===== config.mk =====
export PLATFORM = sky130hd
export DESIGN_NAME = mano_ctrl_seq
export DESIGN_NICKNAME = d
export VERILOG_FILES = /design/src/rtl/mano_pkg.sv /design/src/rtl/seq_counter.sv /design/src/rtl/mano_ctrl_seq.sv
export SDC_FILE = /design/constraint.sdc
export NUM_CORES = 1
export LEC_CHECK = 0
export ABC_AREA = 1
export CORE_UTILIZATION = 40
export CTS_BUF_LIST = sky130_fd_sc_hd__clkbuf_2
export DETAILED_ROUTE_END_ITERATION = 7
export GPL_ROUTABILITY_DRIVEN = 1
export PLACE_DENSITY = 0.89
export SYNTH_ARGS = -nofsm -noshare
export SYNTH_HDL_FRONTEND = slang
export SYNTH_HIERARCHICAL = 1
export SYNTH_SLANG_ARGS = --single-unit

===== constraint.sdc =====
create_clock -name CLK -period 3.6 [get_ports CLK]
set_input_delay 0.9 -clock CLK [delete_from_list [all_inputs] [get_ports CLK]]
set_output_delay 0.9 -clock CLK [all_outputs]
set_load 0.02 [all_outputs]

===== src/rtl/mano_pkg.sv =====
// Shared encodings for the basic-computer timing-and-control sequencer:
// bus sources, ALU operations, opcodes and T-state values.
package mano_pkg;

    localparam logic [2:0] BUS_NONE = 3'd0;
    localparam logic [2:0] BUS_AR   = 3'd1;
    localparam logic [2:0] BUS_PC   = 3'd2;
    localparam logic [2:0] BUS_DR   = 3'd3;
    localparam logic [2:0] BUS_AC   = 3'd4;
    localparam logic [2:0] BUS_IR   = 3'd5;
    localparam logic [2:0] BUS_TR   = 3'd6;
    localparam logic [2:0] BUS_MEM  = 3'd7;

    localparam logic [1:0] ALU_NONE = 2'b00;
    localparam logic [1:0] ALU_AND  = 2'b01;
    localparam logic [1:0] ALU_ADD  = 2'b10;
    localparam logic [1:0] ALU_PASS = 2'b11;

    localparam logic [2:0] OP_AND  = 3'd0;
    localparam logic [2:0] OP_ADD  = 3'd1;
    localparam logic [2:0] OP_LDA  = 3'd2;
    localparam logic [2:0] OP_STA  = 3'd3;
    localparam logic [2:0] OP_BUN  = 3'd4;
    localparam logic [2:0] OP_BSA  = 3'd5;
    localparam logic [2:0] OP_ISZ  = 3'd6;
    localparam logic [2:0] OP_RRIO = 3'd7;

    localparam logic [3:0] T0 = 4'd0;
    localparam logic [3:0] T1 = 4'd1;
    localparam logic [3:0] T2 = 4'd2;
    localparam logic [3:0] T3 = 4'd3;
    localparam logic [3:0] T4 = 4'd4;
    localparam logic [3:0] T5 = 4'd5;
    localparam logic [3:0] T6 = 4'd6;

endpackage


===== src/rtl/seq_counter.sv =====
// Sequence counter: synchronous clear (wins over increment), increment enable,
// asynchronous active-low reset.
module seq_counter #(
    parameter int unsigned W = 4
) (
    input  logic         i_clk,
    input  logic         i_rst_n,
    input  logic         i_clr,
    input  logic         i_inc,
    output logic [W-1:0] o_count
);

    logic [W-1:0] r_cnt;

    always_ff @(posedge i_clk or negedge i_rst_n) begin
        if (!i_rst_n) begin
            r_cnt <= '0;
        end else if (i_clr) begin
            r_cnt <= '0;
        end else if (i_inc) begin
            r_cnt <= r_cnt + W'(1);
        end
    end

    assign o_count = r_cnt;

endmodule


===== src/rtl/mano_ctrl_seq.sv =====
// Timing-and-control sequencer: decodes the T-state, latched I bit and opcode into
// combinational register/bus/memory strobes for fetch, indirect and memory-reference execute.
module mano_ctrl_seq
    import mano_pkg::*;
#(
    parameter int unsigned SC_W = 4
) (
    input  logic            CLK,
    input  logic            RST_n,
    input  logic            run,
    input  logic [15:0]     ir,
    input  logic            dr_zero,
    output logic            ar_ld,
    output logic            ar_inr,
    output logic            ar_clr,
    output logic            pc_ld,
    output logic            pc_inr,
    output logic            pc_clr,
    output logic            dr_ld,
    output logic            dr_inr,
    output logic            ir_ld,
    output logic            ac_ld,
    output logic [1:0]      alu_op,
    output logic            mem_rd,
    output logic            mem_wr,
    output logic [2:0]      bus_sel,
    output logic [SC_W-1:0] t_state,
    output logic            rr_exec,
    output logic            busy
);

    logic            w_sc_clr;
    logic            w_sc_inc;
    logic [SC_W-1:0] w_t;
    logic            r_i;
    logic [2:0]      r_opc;
    logic            w_unused_addr;

    seq_counter #(
        .W (SC_W)
    ) u_seq_counter (
        .i_clk   (CLK),
        .i_rst_n (RST_n),
        .i_clr   (w_sc_clr),
        .i_inc   (w_sc_inc),
        .o_count (w_t)
    );

    always_ff @(posedge CLK or negedge RST_n) begin
        if (!RST_n) begin
            r_i   <= 1'b0;
            r_opc <= OP_AND;
        end else if (w_t == T2) begin
            r_i   <= ir[15];
            r_opc <= ir[14:12];
        end
    end

    always_comb begin
        ar_ld    = 1'b0;
        ar_inr   = 1'b0;
        pc_ld    = 1'b0;
        pc_inr   = 1'b0;
        dr_ld    = 1'b0;
        dr_inr   = 1'b0;
        ir_ld    = 1'b0;
        ac_ld    = 1'b0;
        alu_op   = ALU_NONE;
        mem_rd   = 1'b0;
        mem_wr   = 1'b0;
        bus_sel  = BUS_NONE;
        rr_exec  = 1'b0;
        w_sc_clr = 1'b0;
        w_sc_inc = 1'b1;
        // Reset masks every strobe; the counter is held at zero by its own reset.
        if (RST_n) begin
            unique case (w_t)
                T0: begin
                    if (run) begin
                        bus_sel = BUS_PC;
                        ar_ld   = 1'b1;
                    end else begin
                        w_sc_inc = 1'b0;
                    end
                end
                T1: begin
                    bus_sel = BUS_MEM;
                    mem_rd  = 1'b1;
                    ir_ld   = 1'b1;
                    pc_inr  = 1'b1;
                end
                T2: begin
                    bus_sel = BUS_IR;
                    ar_ld   = 1'b1;
                end
                T3: begin
                    if (r_opc == OP_RRIO) begin
                        rr_exec  = 1'b1;
                        w_sc_clr = 1'b1;
                    end else if (r_i) begin
                        bus_sel = BUS_MEM;
                        mem_rd  = 1'b1;
                        ar_ld   = 1'b1;
                    end
                end
                T4: begin
                    unique case (r_opc)
                        OP_AND, OP_ADD, OP_LDA, OP_ISZ: begin
                            bus_sel = BUS_MEM;
                            mem_rd  = 1'b1;
                            dr_ld   = 1'b1;
                        end
                        OP_STA: begin
                            bus_sel  = BUS_AC;
                            mem_wr   = 1'b1;
                            w_sc_clr = 1'b1;
                        end
                        OP_BUN: begin
                            bus_sel  = BUS_AR;
                            pc_ld    = 1'b1;
                            w_sc_clr = 1'b1;
                        end
                        OP_BSA: begin
                            bus_sel = BUS_PC;
                            mem_wr  = 1'b1;
                            ar_inr  = 1'b1;
                        end
                        default: w_sc_clr = 1'b1;
                    endcase
                end
                T5: begin
                    w_sc_clr = (r_opc != OP_ISZ);
                    unique case (r_opc)
                        OP_AND: begin ac_ld = 1'b1; alu_op = ALU_AND;  end
                        OP_ADD: begin ac_ld = 1'b1; alu_op = ALU_ADD;  end
                        OP_LDA: begin ac_ld = 1'b1; alu_op = ALU_PASS; end
                        OP_BSA: begin bus_sel = BUS_AR; pc_ld = 1'b1;  end
                        OP_ISZ: dr_inr = 1'b1;
                        default: ;
                    endcase
                end
                T6: begin
                    w_sc_clr = 1'b1;
                    if (r_opc == OP_ISZ) begin
                        bus_sel = BUS_DR;
                        mem_wr  = 1'b1;
                        pc_inr  = dr_zero;
                    end
                end
                default: begin
                    w_sc_clr = 1'b1;
                    w_sc_inc = 1'b0;
                end
            endcase
        end
    end

    assign ar_clr        = !RST_n;
    assign pc_clr        = !RST_n;
    assign t_state       = w_t;
    assign busy          = (w_t != '0);
    assign w_unused_addr = ^ir[11:0];

endmodule


# Word level (Yosys, flattened, before mapping)
# Index checks and enable logic that the tools add are counted.
[classes]
reduce_logical = 11
addsub = 1
n_eq_ne = 14
n_mux = 51
[op_table]
columns = ["op", "n"]
rows = [
  ["two-way mux 1 bit", 32],
  ["one-hot mux 3 bit (7 select lines)", 1],
  ["equality test 3 bit, second input constant", 4],
  ["equality test 4 x 3 -> 1 bit, second input constant", 3],
  ["one-hot mux 3 bit (4 select lines)", 1],
  ["two-way mux 3 bit", 3],
  ["equality test 4 x 2 -> 1 bit, second input constant", 2],
  ["two-way mux 2 bit", 4],
  ["two-way mux 4 bit", 2],
  ["one-hot mux 1 bit (2 select lines)", 4],
  ["equality test 3 x 2 -> 1 bit, second input constant", 2],
  ["one-hot mux 1 bit (3 select lines)", 2],
  ["one-hot mux 2 bit (3 select lines)", 1],
  ["OR reduction 3 bit", 2],
  ["OR reduction 6 bit", 1],
  ["OR reduction 5 bit", 1],
  ["adder 4 x 1 -> 4 bit, second input constant", 1],
  ["equality test 4 x 1 -> 1 bit, second input constant", 1],
  ["logical NOT 4 bit", 1],
  ["one-hot mux 1 bit (4 select lines)", 1],
  ["nonzero test 4 bit", 1],
  ["OR reduction 4 bit", 1],
  ["equality test 3 x 1 -> 1 bit, second input constant", 1],
  ["logical NOT 3 bit", 1],
  ["other kinds (4)", 4],
]
[totals]
ff_bits = 8

# Longest topological paths before layout
# Gate-level depths: netlist (run 1).
[logic_depth]
word_depth = 6
mapped_depth = 12

# By module
# Netlist (run 1), hierarchy kept.
[modules_own_cells]
columns = ["mod", "n_inst", "cells_per_inst", "area_each_um2"]
rows = [
  ["mano_ctrl_seq", 1, 110, 630.6],
  ["seq_counter", 1, 24, 201.4],
]

# Worst setup path before layout (run 1)
# No wires, ideal clock.
[synth_path]
kind = "input to output"
startpoint = "input RST_n"
endpoint = "output pc_clr"
path_buffers = 2
t_arrival_ps = 1710
stages = 3
slack_ps = 990
path_cell_list = "inv_1 > buf_1 > buf_4"
[synth_between]
elab_chain_cells = 1
[synth_lines]
columns = ["item", "line_no", "source"]
rows = [
  ["start, declared", "mano_ctrl_seq.sv:9", "input logic RST_n,"],
  ["logical NOT 1 bit", "-", ""],
  ["end, declared", "mano_ctrl_seq.sv:18", "output logic pc_clr,"],
]
# No other way between the ends.

# Final worst setup path (run 1)
[layout_path]
startpoint = "input RST_n"
endpoint = "output ar_ld"
[layout_between]
elab_chain_cells = 1
[layout_lines]
columns = ["item", "line_no", "source"]
rows = [
  ["two-way mux 1 bit", "mano_ctrl_seq.sv:76", "if (RST_n) begin"],
  ["end, declared", "mano_ctrl_seq.sv:13", "output logic ar_ld,"],
]
# No other way between the ends.

==> results_dict.tcl, run 1 <==
set metrics [dict create \
    root_buffer "clkbuf_2" \
    fin_cells 194 \
    cts_tree "yes" \
    ys_seq_area_frac 0.241 \
    cts_resized 0 \
    worst_pin_slew_ns 0.464 \
    cp-end-kind "primary output" \
    htreeDepth 1 \
    placed_area_sq_mm 0.00117 \
    fin_crit_sh 0.955 \
    drive_above_1_share 0.126 \
    dr.pass1.iters 4 \
    setup_viol 0 \
    cts_buffers 3 \
    syn2layout_area_growth_pct 42.7 \
    dieWidth_um 47.6 \
    fill_cells 190 \
    hpwlAfterDp_um 1760 \
    fmax_ghz 0.291 \
    cts.clk_slew.worst_paths_ns 0.07 \
    drc 0 \
    relSlewSlack 0.689 \
    dieArea_sq_mm 0.00227 \
    wl_per_cell_um 11.1 \
    finalMaxSlewViolations 0 \
    netlist-cell-type-count 23 \
    ys_ff_latch 8 \
    num_vias 984 \
    postCtsSetupBuffers 0 \
    hold_buffers 0 \
    critical_path_class "in2out" \
    synthesis.nets 159 \
    hold_viol 0 \
    critPathMaxFanout 10 \
    hold_class "reg2reg" \
    setup_tns_ns 0 \
    drt_iter0_drc 17 \
    rsz0062_at_grt "false" \
    fin_area_sq_mm 0.00119 \
    layout_common_cells "nand2_1, clkdlybuf4s50_1, nor2_1" \
    final_common_cell "nand2_1" \
    synthCells 134 \
    power-per-cell-area_mw_per_mm2 816 \
    skew_ns 0.00202 \
    grt_max_degree 11 \
    gp_congestion 0.900 \
    avgSynthCellArea_sq_um 6.21 \
    status "completed" \
    clock_latency_ns 0.23 \
    placed_cells 191 \
    multi_input_area_sq_um 553 \
    cts_buffer_depth 2 \
    critPathRequiredTime_ns 2.70 \
    initial_utilization 0.424 \
    grt_pass1_wl_um 3260 \
    antenna_found_initial 0 \
    diodes 0 \
    critPathArrivalTime_ns 2.54 \
    nets 194 \
    grt_pass1_vias 764 \
    ys_warn_count 6 \
    vdd_drop_max_mv 0.371 \
    port_buffers 30 \
    fp-row-count 16 \
    start_kind "input port" \
    maxCapViolCount 0 \
    grt_util_all_layers 0.205 \
    routed_wl_um 2150 \
    grt_overflow 0 \
    die_h_um 47.6 \
    ios 43 \
    core_region_area_sq_mm 0.00196 \
    synthesis.area_sq_um 832 \
    cts_sinks 8 \
    post_drt_via_cell_ratio 5.07 \
    ant_nets 0 \
    layout.area.seq_sq_um 200 \
    leakagePower_nw 0.594 \
    period_minus_slack_ns 3.44 \
]
-- metal layers --
layer | track usage | part of all wire
met1 | 0.253 | 0.43
met2 | 0.340 | 0.51
met3 | 0.0302 | 0.053
met4 | 0.117 | 0.0065
met5 | 0 | 0
-- logic make-up (layout without fill, tap and decap cells) --
| kind of cell | after synthesis | after routing | synth area share |
|---|---|---|---|
| buf+inv | 20 | 53 | 0.0947 |
| fa+ha+maj | 5 | 5 | 0.0752 |
| compound gates | 21 | 21 | 0.138 |
| mux | 1 | 1 | 0.0180 |
| flops | 8 | 8 | 0.241 |
| simple gates | 79 | 79 | 0.433 |
-- metrics by stage --
step                hold WS (ns)  power (mW)  utilization  worst slack (ns)
detailed placement         0.508       0.916        0.596             0.141
CTS                        0.529       0.973        0.604             0.138
global route               0.561        1.07        0.605            0.0765
global placement           0.505       0.893        0.596             0.200
floorplan                  0.482       0.688            -             0.990
finish                     0.524       0.969        0.605             0.163
-- state kept, by name, summed over array words and instances (netlist names) --
signal and flops:
r_opc 3, r_i 1, u_seq_counter/o_count 4
-- final timing paths --
kind                                               start                  endpoint  slack, ns  depth (start not counted)
worst min register to register                       r_i                       r_i       0.52                          1
worst max register to register  u_seq_counter/o_count[3]  u_seq_counter/o_count[3]       1.81                         12
worst min-delay path                                 r_i                       r_i       0.52                          1
max in group asynchronous                          RST_n                  r_opc[0]       2.40                          2
min in group asynchronous                          RST_n  u_seq_counter/o_count[3]       1.06                          2
worst max-delay path                               RST_n                     ar_ld       0.16                          5
-- where the power goes --
group / internal [mW] / total (mW) / switching [mW]
Clock: 0.0227 / 0.0512 / 0.0285
Combinational: 0.286 / 0.701 / 0.415
Sequential: 0.133 / 0.217 / 0.0833
-- cell type report --
class,instances,area share
timing repair buffer,32,0.268
inverter,18,0.0569
multi-input combinational,106,0.466
tap,27,0.0285
sequential,8,0.169
clock buffer,3,0.0126
-- synth_stat cells, drive strengths merged --
library cell / count / area (sq um)
buf: 2 / 11.3
nand2: 34 / 135
nand3b: 1 / 7.51
o22ai: 1 / 6.26
nor2: 31 / 151
inv: 18 / 67.6
nor3: 1 / 5.00
o211ai: 1 / 7.51
mux2: 1 / 15.0
nand4: 1 / 6.26
o21ai: 2 / 10.0
a31oi: 2 / 12.5
a21oi: 15 / 78.8
nand3: 11 / 55.1
ha: 5 / 62.6
dfrtp: 8 / 200
-- worst max-delay path, cell delays in order --
cell	delay, ns
clkdlybuf4s50_1	0.53
inv_1	0.16
buf_4	0.21
nor2_1	0.12
clkdlybuf4s50_1	0.62
No activity file was read; power rests on OpenSTA's default activity.
==> inputs of run 2 (changes only) <==
- CORE_UTILIZATION: 40 -> 44
- PLACE_DENSITY: 0.89 -> 0.95
==> run 2 against run 1 <==
Fmax is 2.8% lower. Clock power is 6.1% lower. Sequential power barely moved. Total power up 1.6%. Via count is 0.30% lower. Largest power group unchanged.
==> results_dict.tcl, run 2 (synthesized netlist as in run 1, its figures left out) <==
set metrics [dict create \
    start_kind "input port" \
    syn2layout_area_growth_pct 42.1 \
    grt_pass1_vias 862 \
    cts_buffers 3 \
    largest_register_ffs 4 \
    worst_pin_slew_ns 0.514 \
    wl_per_cell_um 11.0 \
    cpMaxStageDelayCell "clkdlybuf4s50_1" \
    power-per-cell-area_mw_per_mm2 832 \
    setup_viol 0 \
    fp-row-count 15 \
    critPathMaxStageDelay_ns 0.63 \
    relSlewSlack 0.656 \
    critPathMaxFanout 13 \
    initial_utilization 0.477 \
    cts_sinks 8 \
    vdd_drop_max_mv 0.464 \
    dieArea_sq_mm 0.00207 \
    fin_area_sq_mm 0.00118 \
    cts_resized 0 \
    cp_common_cell "clkdlybuf4s50_1" \
    skew_ns 0.00306 \
    hpwlAfterDp_um 1710 \
    grt_pass1_wl_um 3500 \
    antenna_found_initial 0 \
    htreeDepth 1 \
    routed_wl_um 2110 \
    setup_tns_ns 0 \
    maxCapViolCount 0 \
    final_common_cell "nand2_1" \
    status "completed" \
    gp_congestion 0.884 \
    critPathRequiredTime_ns 2.70 \
    drt_iter0_drc 31 \
    num_vias 981 \
    critical_path_class "in2out" \
    cts_tree "yes" \
    hold_buffers 0 \
    fin_cells 192 \
    fill_cells 160 \
    ios 43 \
    grt_max_degree 14 \
    port_buffers 30 \
    dr.pass1.iters 5 \
    cts_buffer_depth 2 \
    dieWidth_um 45.5 \
    fin_crit_sh 0.983 \
    drive_above_1_share 0.126 \
    period_minus_slack_ns 3.54 \
    dp_slack_ns 0.112 \
    drc 0 \
    clock_latency_ns 0.22 \
    post_drt_via_cell_ratio 5.11 \
    hold_viol 0 \
    layout_common_cells "nand2_1, clkdlybuf4s50_1, nor2_1" \
    fmax_ghz 0.283 \
    grt_overflow 0 \
    cp_cell_sequence "clkdlybuf4s50_1 -> inv_1 -> buf_4 -> o22ai_1 -> clkdlybuf4s50_1" \
    grt_util_all_layers 0.232 \
    cp.buffers_inverters 4 \
    diodes 0 \
    postCtsSetupBuffers 0 \
    critPathArrivalTime_ns 2.64 \
    worst_path_dominant_cell_family "buffers and inverters" \
    root_buffer "clkbuf_2" \
    cp-end-kind "primary output" \
    nets 194 \
    rsz0062_at_grt "false" \
    ant_nets 0 \
    cts.clk_slew.worst_paths_ns 0.07 \
    placed_cells 189 \
    placed_area_sq_mm 0.00117 \
    die_h_um 45.5 \
    hold_class "reg2reg" \
    fin_ws_ns 0.0628 \
    total_power_mw 0.984 \
    leakagePower_nw 0.577 \
    finalMaxSlewViolations 0 \
    final_util 0.677 \
    core_region_area_sq_mm 0.00175 \
    hold_slack_ns 0.524 \
]
run 2: cell types whose count changed in the layout (fill, tap and decap cells not counted), sizes merged:
cell / change
clkdlybuf4s50: +1
dlymetal6s2s: -1
run 2: final cells by class:
type,count,area [sq um],share of cell area
timing repair buffer,32,315,0.267
sequential,8,200,0.169
multi-input combinational,106,553,0.468
clock buffer,3,15.0,0.0127
inverter,18,67.6,0.0571
tap,25,31.3,0.0265
run 2: final timing paths:
path | end | cells past startpoint | slack, ns | startpoint
min in group asynchronous | r_i | 2 | 1.14 | RST_n
min reg2reg | r_i | 1 | 0.52 | r_i
max reg2reg | u_seq_counter/o_count[3] | 12 | 1.81 | r_opc[1]
min | r_i | 1 | 0.52 | r_i
max in group asynchronous | u_seq_counter/o_count[3] | 2 | 2.33 | RST_n
max | pc_inr | 5 | 0.06 | RST_n
run 2: power by group:
group	leakage (nW)	internal [mW]	switching (mW)
logic	0.470	0.289	0.429
clock network	0.0125	0.0227	0.0255
registers	0.0944	0.134	0.0851
run 2: layer usage:
metal  vias to the layer above  routed length [um]  global-route usage
met1                       432                 895               0.290
li1                        500                   -                   -
met3                         6                 130              0.0357
met2                        43                1050               0.377
met4                         0                  36               0.127
met5                         -                   0                   0
==> inputs of run 3 (changes only) <==
- CORE_UTILIZATION: 44 -> 41
- PLACE_DENSITY: 0.95 -> 0.91
- clock period: 3.6 -> 3.3 ns (I/O delays scaled with it)
==> run 3 against run 2 <==
Register-to-register slack lost 0.31 ns. Sequential power grew 11%. Global-route usage decreased by 0.79 points. Sequential share of layout area fell by 0.25 points. Clock skew increased by 0.0079 ns. Largest power group unchanged.
==> results_dict.tcl, run 3 (synthesized netlist as in run 1, its figures left out) <==
set metrics [dict create \
    r2r_end "u_seq_counter/o_count[3]" \
    power.switching_mw 0.594 \
    relSlewSlack 0.699 \
    critPathArrivalTime_ns 2.47 \
    hold_slack_ns 0.527 \
    initial_utilization 0.457 \
    ios 43 \
    hpwlAfterDp_um 1770 \
    worstReg2RegStart "u_seq_counter/o_count[1]" \
    fp-row-count 15 \
    hold_depth 1 \
    critical_path_class "in2out" \
    cts_sinks 8 \
    power.share.clock 0.056 \
    core_region_area_sq_mm 0.00182 \
    dr.pass1.iters 4 \
    cts_tree "yes" \
    num_vias 1002 \
    period_minus_slack_ns 3.29 \
    start_kind "input port" \
    nets 194 \
    hold_viol 0 \
    dieArea_sq_mm 0.00221 \
    grt_util_all_layers 0.224 \
    reg2reg_depth 8 \
    die_h_um 47.1 \
    dp_slack_ns 0.00953 \
    drc 0 \
    critPathMaxFanout 12 \
    routed_wl_um 2240 \
    setup_viol 0 \
    leakagePower_nw 0.696 \
    seq_power_share 0.225 \
    antenna_found_initial 0 \
    min_from "r_i" \
    gp_congestion 0.922 \
    grt_max_degree 13 \
    skew_ns 0.0110 \
    root_buffer "clkbuf_2" \
    cts_buffer_depth 2 \
    fin_crit_sh 0.997 \
    status "completed" \
    cts.clk_slew.worst_paths_ns 0.07 \
    dieWidth_um 47.1 \
    switching_share 0.553 \
    syn2layout_area_growth_pct 44.2 \
    finalMaxSlewViolations 0 \
    final_common_cell "nand2_1" \
    clock_latency_ns 0.25 \
    hold_class "reg2reg" \
    ant_nets 0 \
    largest_register_ffs 4 \
    post_drt_via_cell_ratio 5.22 \
    cts_buffers 3 \
    port_buffers 30 \
    htreeDepth 1 \
    drive_above_1_share 0.126 \
    r2r_slack_ns 1.50 \
    wl_per_cell_um 11.7 \
    hold_end "r_i" \
    diodes 0 \
    power-per-cell-area_mw_per_mm2 894 \
    grt_pass1_wl_um 3430 \
    p_comb_frac 0.718 \
    cts_resized 0 \
    fmax_ghz 0.304 \
    grt_overflow 0 \
    fin_ws_ns 0.00948 \
    maxCapViolCount 0 \
    layout_common_cells "nand2_1, nor2_1, clkdlybuf4s50_1" \
    grt_pass1_vias 830 \
    cp-end-kind "primary output" \
    worst_pin_slew_ns 0.450 \
    vdd_drop_max_mv 0.424 \
    postCtsSetupBuffers 0 \
    critPathRequiredTime_ns 2.47 \
    hold_buffers 0 \
    drt_iter0_drc 30 \
    internal-power_mw 0.479 \
    setup_tns_ns 0 \
]
## run 3: cell types whose count changed in the layout (fill, tap and decap cells not counted)
cell,before,now
clkdlybuf4s50_1,30,23
dlymetal6s2s_1,0,7
## run 3: worst max path at each step
| stage | slack (ns) | to | startpoint | depth (start not counted) |
|---|---|---|---|---|
| floorplan | 0.84 | pc_clr | RST_n | 3 |
| global placement | 0.04 | bus_sel[1] | RST_n | 5 |
| detailed placement | 0.01 | bus_sel[1] | RST_n | 5 |
| CTS | 0.01 | bus_sel[1] | RST_n | 5 |
| global route | -0.03 | bus_sel[2] | RST_n | 5 |
| finish | 0.009 | bus_sel[2] | RST_n | 5 |
## run 3: metal layers
metal	part of all wire	vias to the layer above	global-route usage
met5	0	-	0
met3	0.056	4	0.0615
li1	-	501	-
met4	0.0089	0	0.0743
met1	0.43	453	0.269
met2	0.51	44	0.386
## run 3: area by class of cell
type                            instances  area, sq um
Multi-Input combinational cell        106          553
Inverter                               18         67.6
Fill cell                             161          621
Tap cell                               25         31.3
Timing Repair Buffer                   32          333
Clock buffer                            3         15.0
Sequential cell                         8          200
## run 3: power groups by stage
stage	Combinational (mW)	Clock, mW	Sequential [mW]
6_report	0.770	0.0602	0.242
4_1_cts	0.770	0.0612	0.239
3_3_place_gp	0.736	0	0.234
3_5_place_dp	0.767	0	0.240
2_1_floorplan	0.503	0	0.247
5_1_grt	0.851	0.0686	0.249
## run 3: per-stage QoR
| step | std cells | power [mW] | cell area [sq um] | util |
|---|---|---|---|---|
| final | 192 | 1.07 | 1200 | 0.659 |
| after CTS | 192 | 1.07 | 1180 | 0.649 |
| after global placement | 189 | 0.970 | 1170 | 0.641 |
| after global routing | 192 | 1.17 | 1200 | 0.659 |
| after floorplan | 134 | 0.751 | 832 | - |
| after detailed placement | 189 | 1.01 | 1170 | 0.641 |
## run 3: worst max-delay path: stages
cell and delay (ns):
clkdlybuf4s50_1 0.56, inv_1 0.14, buf_4 0.20, nor2_1 0.12
clkdlybuf4s50_1 0.62
